### src/rtl/uart_tx_arbiter.sv
// Round-robin arbiter that shares one UART transmitter among NUM_REQ byte sources.
// It launches one frame per grant and supervises completion with a timeout.
module uart_tx_arbiter #(
    parameter int NUM_REQ        = 4,
    parameter int TIMEOUT_CYCLES = 200_000
) (
    input  logic                       clk,
    input  logic                       rst_n,
    input  logic [NUM_REQ-1:0]         req_valid,
    input  logic [8*NUM_REQ-1:0]       req_data,
    input  logic [NUM_REQ-1:0]         req_mask,
    output logic [NUM_REQ-1:0]         req_ready,
    input  logic                       tx_busy,
    input  logic                       tx_done,
    output logic                       tx_start,
    output logic [7:0]                 tx_data,
    output logic [$clog2(NUM_REQ)-1:0] grant_id,
    output logic                       frame_done,
    output logic                       timeout_err,
    output logic                       arb_busy
);
    localparam int IDW = $clog2(NUM_REQ);
    localparam int CW  = (TIMEOUT_CYCLES > 2) ? $clog2(TIMEOUT_CYCLES) : 1;
    localparam logic [CW-1:0] CNT_LAST = CW'(TIMEOUT_CYCLES - 1);

    typedef enum logic [1:0] {IDLE, START, WAIT_DONE} state_t;

    state_t           state, state_nxt;
    logic [IDW-1:0]   rr_ptr, grant, idx_w;
    logic [NUM_REQ-1:0] eligible;
    logic [CW-1:0]    cnt;
    logic             found, accept, cnt_last, done_nxt, to_nxt;
    int               idx;

    assign eligible = req_valid & req_mask;

    // Scan upward from rr_ptr+1 with wrap; first eligible index wins.
    always_comb begin
        grant = '0;
        found = 1'b0;
        idx   = 0;
        idx_w = '0;
        for (int k = 1; k <= NUM_REQ; k++) begin
            idx = int'(rr_ptr) + k;
            if (idx >= NUM_REQ) idx = idx - NUM_REQ;
            idx_w = IDW'(idx);
            if (!found && eligible[idx_w]) begin
                found = 1'b1;
                grant = idx_w;
            end
        end
    end

    assign accept    = (state == IDLE) && !tx_busy && found;
    assign req_ready = accept ? (NUM_REQ'(1) << grant) : '0;
    assign tx_start  = (state == START);
    assign arb_busy  = (state != IDLE);
    assign cnt_last  = (cnt == CNT_LAST);

    always_ff @(posedge clk or negedge rst_n) begin
        if (!rst_n) state <= IDLE;
        else        state <= state_nxt;
    end

    // Completion wins over a timeout landing on the same cycle.
    always_comb begin
        state_nxt = state;
        done_nxt  = 1'b0;
        to_nxt    = 1'b0;
        case (state)
            IDLE:      if (accept) state_nxt = START;
            START:     state_nxt = WAIT_DONE;
            WAIT_DONE: begin
                if (tx_done) begin
                    done_nxt  = 1'b1;
                    state_nxt = IDLE;
                end else if (cnt_last) begin
                    to_nxt    = 1'b1;
                    state_nxt = IDLE;
                end
            end
            default:   state_nxt = IDLE;
        endcase
    end

    always_ff @(posedge clk or negedge rst_n) begin
        if (!rst_n) begin
            rr_ptr      <= IDW'(NUM_REQ - 1);
            tx_data     <= '0;
            grant_id    <= '0;
            cnt         <= '0;
            frame_done  <= 1'b0;
            timeout_err <= 1'b0;
        end else begin
            frame_done  <= done_nxt;
            timeout_err <= to_nxt;
            if (accept) begin
                tx_data  <= req_data[{grant, 3'b000} +: 8];
                grant_id <= grant;
                rr_ptr   <= grant;
            end
            if (state == START)          cnt <= '0;
            else if (state == WAIT_DONE) cnt <= cnt + 1'b1;
        end
    end
endmodule

### config.mk
export PLATFORM = sky130hd
export DESIGN_NAME = uart_tx_arbiter
export DESIGN_NICKNAME = d
export VERILOG_FILES = /design/src/rtl/uart_tx_arbiter.sv
export SDC_FILE = /design/constraint.sdc
export NUM_CORES = 1
export LEC_CHECK = 0
export CORE_ASPECT_RATIO = 2
export CORE_MARGIN = 2
export CORE_UTILIZATION = 49
export DETAILED_ROUTE_END_ITERATION = 6
export PLACE_DENSITY = 0.83
export SYNTH_ARGS = -nofsm -noshare
export SYNTH_HDL_FRONTEND = slang
export SYNTH_SLANG_ARGS = --single-unit
export TNS_END_PERCENT = 1
### constraint.sdc
create_clock -name clk -period 3.37 [get_ports clk]
set_clock_uncertainty 0.15 [all_clocks]
set_input_delay 0.337 -clock clk [delete_from_list [all_inputs] [get_ports clk]]
set_output_delay 0.337 -clock clk [all_outputs]
set_load 0.05 [all_outputs]
==> results.md, run 1 <==
- H-tree Lvls: 2
- Die footprint: 4360 µm²
- Setup repair bufs after CTS: 0
- Top-count cell post-synth: dfrtp_1
- Cts repair resizes: 0
- Area Growth Syn to Fin: 43.0%
- Synth area leader: dfrtp_1
- Synth Net Count: ~240
- Crit path capture type: primary output
- Status: complete, no violations
- Clock latency on the worst-skew pair: just under 0.3 ns
- Routed Wire Length: about 4700 µm
- Post-synth ARST share: 100%
- Pwr/cell area: 714 nW/µm²
- Synth Area in Adders: under 10%
- Main combinational cell family by area after synthesis: simple AND/OR/NAND/NOR gates
- Initial DRT Pass Iterations: 4
- HPWL Detailed: between 3000 and 4000 µm
- Congestion Overflow GR: 0
- Final nets: roughly 310
- #FFs+latches synth: 34
- Setup crit start kind: primary input
- Total clock sinks: 34
- Port Buffers: slightly above 60
- Yosys top cell area share: approximately 43%
- Worst VDD drop: between 600 and 700 µV
- Top cells by area, synth: dfrtp_1 43%, mux2i_1 9.1%, nand2_1 5.2%, o221ai_1 3.7%, xor2_1 3.7%
- Slew at the pin with the worst max-slew slack: around 0.72 ns
- Mean Syn Cell Area: a little under 10 µm²
- Final GP Congestion: slightly above 0.8
- Max Root-Sink Buffers: 2
- Critical path arrival: ~2.4 ns
- Simple-gate portion of the synthesized area: approximately 22%
- Initial drt markers: 36
- Final setup fails: 0
- Placed Instances: about 300
- Most frequent cells after synthesis: 32 x dfrtp_1, 26 x nand2_1, 17 x mux2i_1
- Non-Filler Instances: between 300 and 400
- Max Slew Vio Count: 0
- Fillcell total: roughly 310
- Max Fclk: 344 MHz
- Compound-Gate Fraction of Synth Area: between 10% and 20%
- Final setup TNS: 0 ns
- Cells on worst reg2reg path: 7
- Final Hold Fails: 0
- Core area: about 3600 µm²
- Yosys warns: 0
- Most common flop cell mapped by yosys: dfrtp_1
- CTS Buf Count: 5
- Unrepaired setup endpoints after global routing: false
- Seq. cell area: 853 µm²
- Initial antenna violation count: 0
- Vias in the first global route: around 1800
- Worst hold path class: primary input to asynchronous set/reset pin
- Footprint of the multi-input gates: between 900 and 1000 µm²
- Number of flops mapped to enable cells by yosys: 0
- Clock transition at path regs: 0.07 ns
- Synthesized-area fraction occupied by xor and xnor cells: 5.61%
- Tmin final: 2.90 ns
- Vias/cell: 5.49
- CP Max Fanout: 3
- CTS tree: built
- Pleak: 1.16 nW
- Starting Density: roughly 51%
- DR vias: approximately 1700
- Die Span Y: 91.4 µm
- Post-synth cell types: 39
- Post-synthesis mux area share: 10.3%
- Syn Inst Count: 190
- Root Buffer: clkbuf_8
- I/O pin cnt: 62
- GRT Total Usage: approximately a quarter
- Worst slew margin: about half
- Post-route ant nets: 0
- First-pass GRT wire length: between 7000 and 8000 µm
- Number of remaining DRC errors: 0
- Max_cap viols: 0
- CTS Hold Buffers Added: 0
- Final core occ: 73.4%
- Critical path class: primary input to primary output
- WL/cell: ~15 µm
- Mapped Area: around 1900 µm²
- Post-synthesis sequential area ratio: a little under half
- WP data required: ~2.9 ns
- Die Wd: roughly 48 µm
- Row count: 31
- N_diodes: 0
- Period utilization: about 86%
- Largest net degree at the start of global routing: 35
- Layout cells sized above 1: between 6 and 7%
## layout make-up
cell class                      count  share of cell area (%)
Multi-Input combinational cell    145                    36.5
Sequential cell                    34                    31.9
Timing Repair Buffer               64                    24.4
Clock buffer                        7                    2.85
Tap cell                           49                    2.29
Clock inverter                      1                    1.12
Inverter                            7                   0.981
## worst max-delay path, cell delays in order
cell and delay, ns:
clkdlybuf4s50_1 0.49, and2_1 0.15, o22ai_1 0.09, a211o_1 0.33, nor3_1 0.19, clkdlybuf4s50_1 0.83
## worst paths after layout
check | from | end | slack, ns
worst max-delay path | req_valid[2] | req_ready[0] | 0.47
worst min-delay path | rst_n | tx_data[5]$_DFFE_PN0P_ | 0.32
worst max register to register | state[0]$_DFFE_PN0P_ | cnt[17]$_DFFE_PN0P_ | 0.82
worst min register to register | tx_data[2]$_DFFE_PN0P_ | tx_data[2]$_DFFE_PN0P_ | 0.34
max in group asynchronous | rst_n | rr_ptr[1]$_DFFE_PN1P_ | 2.42
min in group clk | tx_data[2]$_DFFE_PN0P_ | tx_data[2]$_DFFE_PN0P_ | 0.34
## logic make-up after synthesis
group / Yosys count
simple gates: 82
flops: 34
compound gates: 27
mux: 19
xor+xnor: 12
buf+inv: 11
fa+ha+maj: 5
## report_power, final
| part | switching (mW) | total (mW) | internal (mW) |
|---|---|---|---|
| clock | 0.144 | 0.365 | 0.221 |
| combinational | 0.583 | 0.944 | 0.361 |
| sequential | 0.0805 | 0.602 | 0.522 |
| total | 0.807 | 1.91 | 1.10 |
## placed cells by master (no fill, tap or decap), drive strengths merged, types with 3 or more instances in the layout
master / n
clkdlybuf4s50: 59
dfrtp: 32
nand2: 26
mux2i: 17
nor2: 16
xor2: 8
o221ai: 8
inv: 7
nand3: 7
clkbuf: 7
nor3: 6
nand4: 5
o21ai: 5
ha: 5
buf: 5
xnor2: 4
nor4: 4
and3: 4
and2: 3
nand3b: 3
a21oi: 3
nor3b: 3
## sequential cells by signal, indices dropped and copies added (netlist names)
| register | flops |
|---|---|
| tx_data | 8 |
| rr_ptr | 2 |
| cnt | 18 |
| state | 2 |
| frame_done | 1 |
| timeout_err | 1 |
| grant_id | 2 |
## per-layer routing
layer	track usage, %	share of wire [%]	wire length, µm	vias to the layer above
li1	-	-	-	823
met1	24.5	36	1680	802
met2	41.6	55	2570	51
met3	7.16	7.0	327	10
met4	9.23	2.2	104	0
met5	0	0	0	-
## per-stage QoR
step	hold WS, ns	area (µm²)	setup WS, ns	total power [mW]
3_3_place_gp	0.311	2570	0.476	1.53
3_5_place_dp	0.326	2570	0.470	1.55
6_report	0.319	2680	0.467	1.91
5_1_grt	0.354	2680	0.326	2.02
4_1_cts	0.334	2680	0.462	1.93
2_1_floorplan	-0.109	1870	0.668	1.23
No activity file was read; power rests on OpenSTA's default activity.
==> run 2, diff against run 1 <==
- CORE_MARGIN: 2 -> not set
==> results.md, run 2 (synthesized netlist as in run 1, its figures left out) <==
- Status: complete, no violations
- Setup repair bufs after CTS: 0 (unchanged)
- Clock latency on the worst-skew pair: 0.27 ns (-0.02 ns)
- Die footprint: 4090 µm² (-6.3%)
- Max Fclk: 340 MHz (-1.4%)
- Biggest register: cnt
- Max reg flops: 18 (unchanged)
- Largest net degree at the start of global routing: 35 (unchanged)
- RR Startpoint: state[0]$_DFFE_PN0P_
- N_diodes: 0 (unchanged)
- CTS Hold Buffers Added: 0 (unchanged)
- Critical path arrival: 2.46 ns (+0.04 ns)
- Number of remaining DRC errors: 0 (unchanged)
- H-tree Lvls: 2 (unchanged)
- I/O pin cnt: 62 (unchanged)
- Clock transition at path regs: 0.06 ns (about the same)
- Period utilization: 87.3% (+1.2 points)
- CTS tree: built
- Initial DRT Pass Iterations: 4 (unchanged)
- Vias/cell: 5.57 (+1.4%)
- Pwr/cell area: 691 nW/µm² (-3.2%)
- Final core occ: 73.0% (-0.41 points)
- Initial antenna violation count: 0 (unchanged)
- Port Buffers: 61 (unchanged)
- CTS Buf Count: 5 (unchanged)
- CP Max Fanout: 3 (unchanged)
- Starting Density: 51.4% (unchanged)
- Row count: 31 (unchanged)
- Vias in the first global route: 1693 (-4.4%)
- Cts repair resizes: 0 (unchanged)
- Critical path class: primary input to primary output
- Die Span Y: 89.4 µm (-2.2%)
- Layout cells sized above 1: 6.98% (+0.39 points)
- Final GP Congestion: 0.811 (-1.2%)
- Worst VDD drop: 631 µV (-9.4%)
- Max Root-Sink Buffers: 2 (unchanged)
- Final Hold Fails: 0 (unchanged)
- Total clock sinks: 34 (unchanged)
- Root Buffer: clkbuf_8
- Commonest non-fill, non-tap cell in the layout: clkdlybuf4s50_1
- Crit path capture type: primary output
- Post-route ant nets: 0 (unchanged)
- DR vias: 1709 (+1.4%)
- Crit. Startpoint: req_mask[2]
- Final setup TNS: 0 ns (unchanged)
- Placed instance area: 2570 µm² (unchanged)
- Fillcell total: 290 (-5.8%)
- Area Growth Syn to Fin: 42.2%
- Most frequent cells in the layout: 59 x clkdlybuf4s50_1, 32 x dfrtp_1, 26 x nand2_1
- Final Cell Area: 2660 µm² (-0.56%)
- GRT Total Usage: 24.2% (+0.32 points)
- Unrepaired setup endpoints after global routing: false
- First-pass GRT wire length: 7200 µm (-5.8%)
- WP data required: 2.88 ns (about the same)
- Final setup fails: 0 (unchanged)
- Max Slew Vio Count: 0 (unchanged)
- Pleak: 1.16 nW (-0.36%)
- Worst hold path class: primary input to asynchronous set/reset pin
- Initial drt markers: 24 (-33%)
- Worst slew margin: 47.3% (-4.1 points)
- Slew at the pin with the worst max-slew slack: 0.784 ns (+0.0603 ns)
- Setup crit start kind: primary input
- WL/cell: 14.9 µm (-2.2%)
- Biggest registers after layout: cnt: 18 flops, tx_data: 8 flops
- Congestion Overflow GR: 0 (unchanged)
- Hold WS: 0.317 ns (-0.00142 ns)
- Max_cap viols: 0 (unchanged)
- Tot Pwr: 1.84 mW (-3.7%)
- HPWL Detailed: 3550 µm (-1.6%)
- Core area: 3650 µm² (unchanged)
- Tmin final: 2.94 ns (+0.0400 ns)
- Routed Wire Length: 4580 µm (-2.2%)
- Final nets: 306 (unchanged)
- Die Wd: 45.7 µm (-4.2%)
[run 2: worst max-delay path, stage by stage]
cell and delay (ns):
clkdlybuf4s50_1 0.49, and2_1 0.16, o22ai_1 0.10, a211o_1 0.33, nor3_1 0.20, clkdlybuf4s50_1 0.83
[run 2: final timing paths]
kind / slack, ns / depth (start not counted) / end
setup / recovery: 0.43 / 6 / req_ready[0]
hold / removal: 0.32 / 2 / tx_data[4]$_DFFE_PN0P_
setup reg to reg: 0.72 / 7 / cnt[16]$_DFFE_PN0P_
hold reg to reg: 0.34 / 2 / tx_data[1]$_DFFE_PN0P_
max in group asynchronous: 2.42 / 2 / rr_ptr[0]$_DFFE_PN1P_
min in group clk: 0.34 / 2 / tx_data[1]$_DFFE_PN0P_
[run 2: area by class of cell]
type	instances	area (µm²)	area share, %
multi-input cells	145	977	36.7
flip-flops and latches	34	853	32.0
repair buffers	64	653	24.5
clock buffers	7	86.3	3.24
well taps	49	61.3	2.30
inverters	7	26.3	0.987
clock inverters	1	5.00	0.188
[run 2: where the power goes]
group          internal [mW]  switching (mW)  total [mW]
Combinational          0.361           0.577       0.938
Clock                  0.165           0.136       0.300
Sequential             0.522          0.0797       0.602
[run 2: per-layer routing]
| layer | routed length, µm | vias to the layer above | global-route usage [%] | part of all wire, % |
|---|---|---|---|---|
| li1 | - | 817 | - | - |
| met1 | 1650 | 824 | 24.5 | 36 |
| met2 | 2570 | 64 | 45.1 | 56 |
| met3 | 298 | 4 | 5.05 | 6.5 |
| met4 | 64 | 0 | 10.4 | 1.4 |
| met5 | 0 | - | 0 | 0 |
[run 2: per-stage QoR]
| step | std cells | setup WS, ns |
|---|---|---|
| 3_3_place_gp | 299 | 0.480 |
| 4_1_cts | 307 | 0.446 |
| 2_1_floorplan | 190 | 0.668 |
| 6_report | 307 | 0.427 |
| 5_1_grt | 307 | 0.315 |
| 3_5_place_dp | 299 | 0.449 |
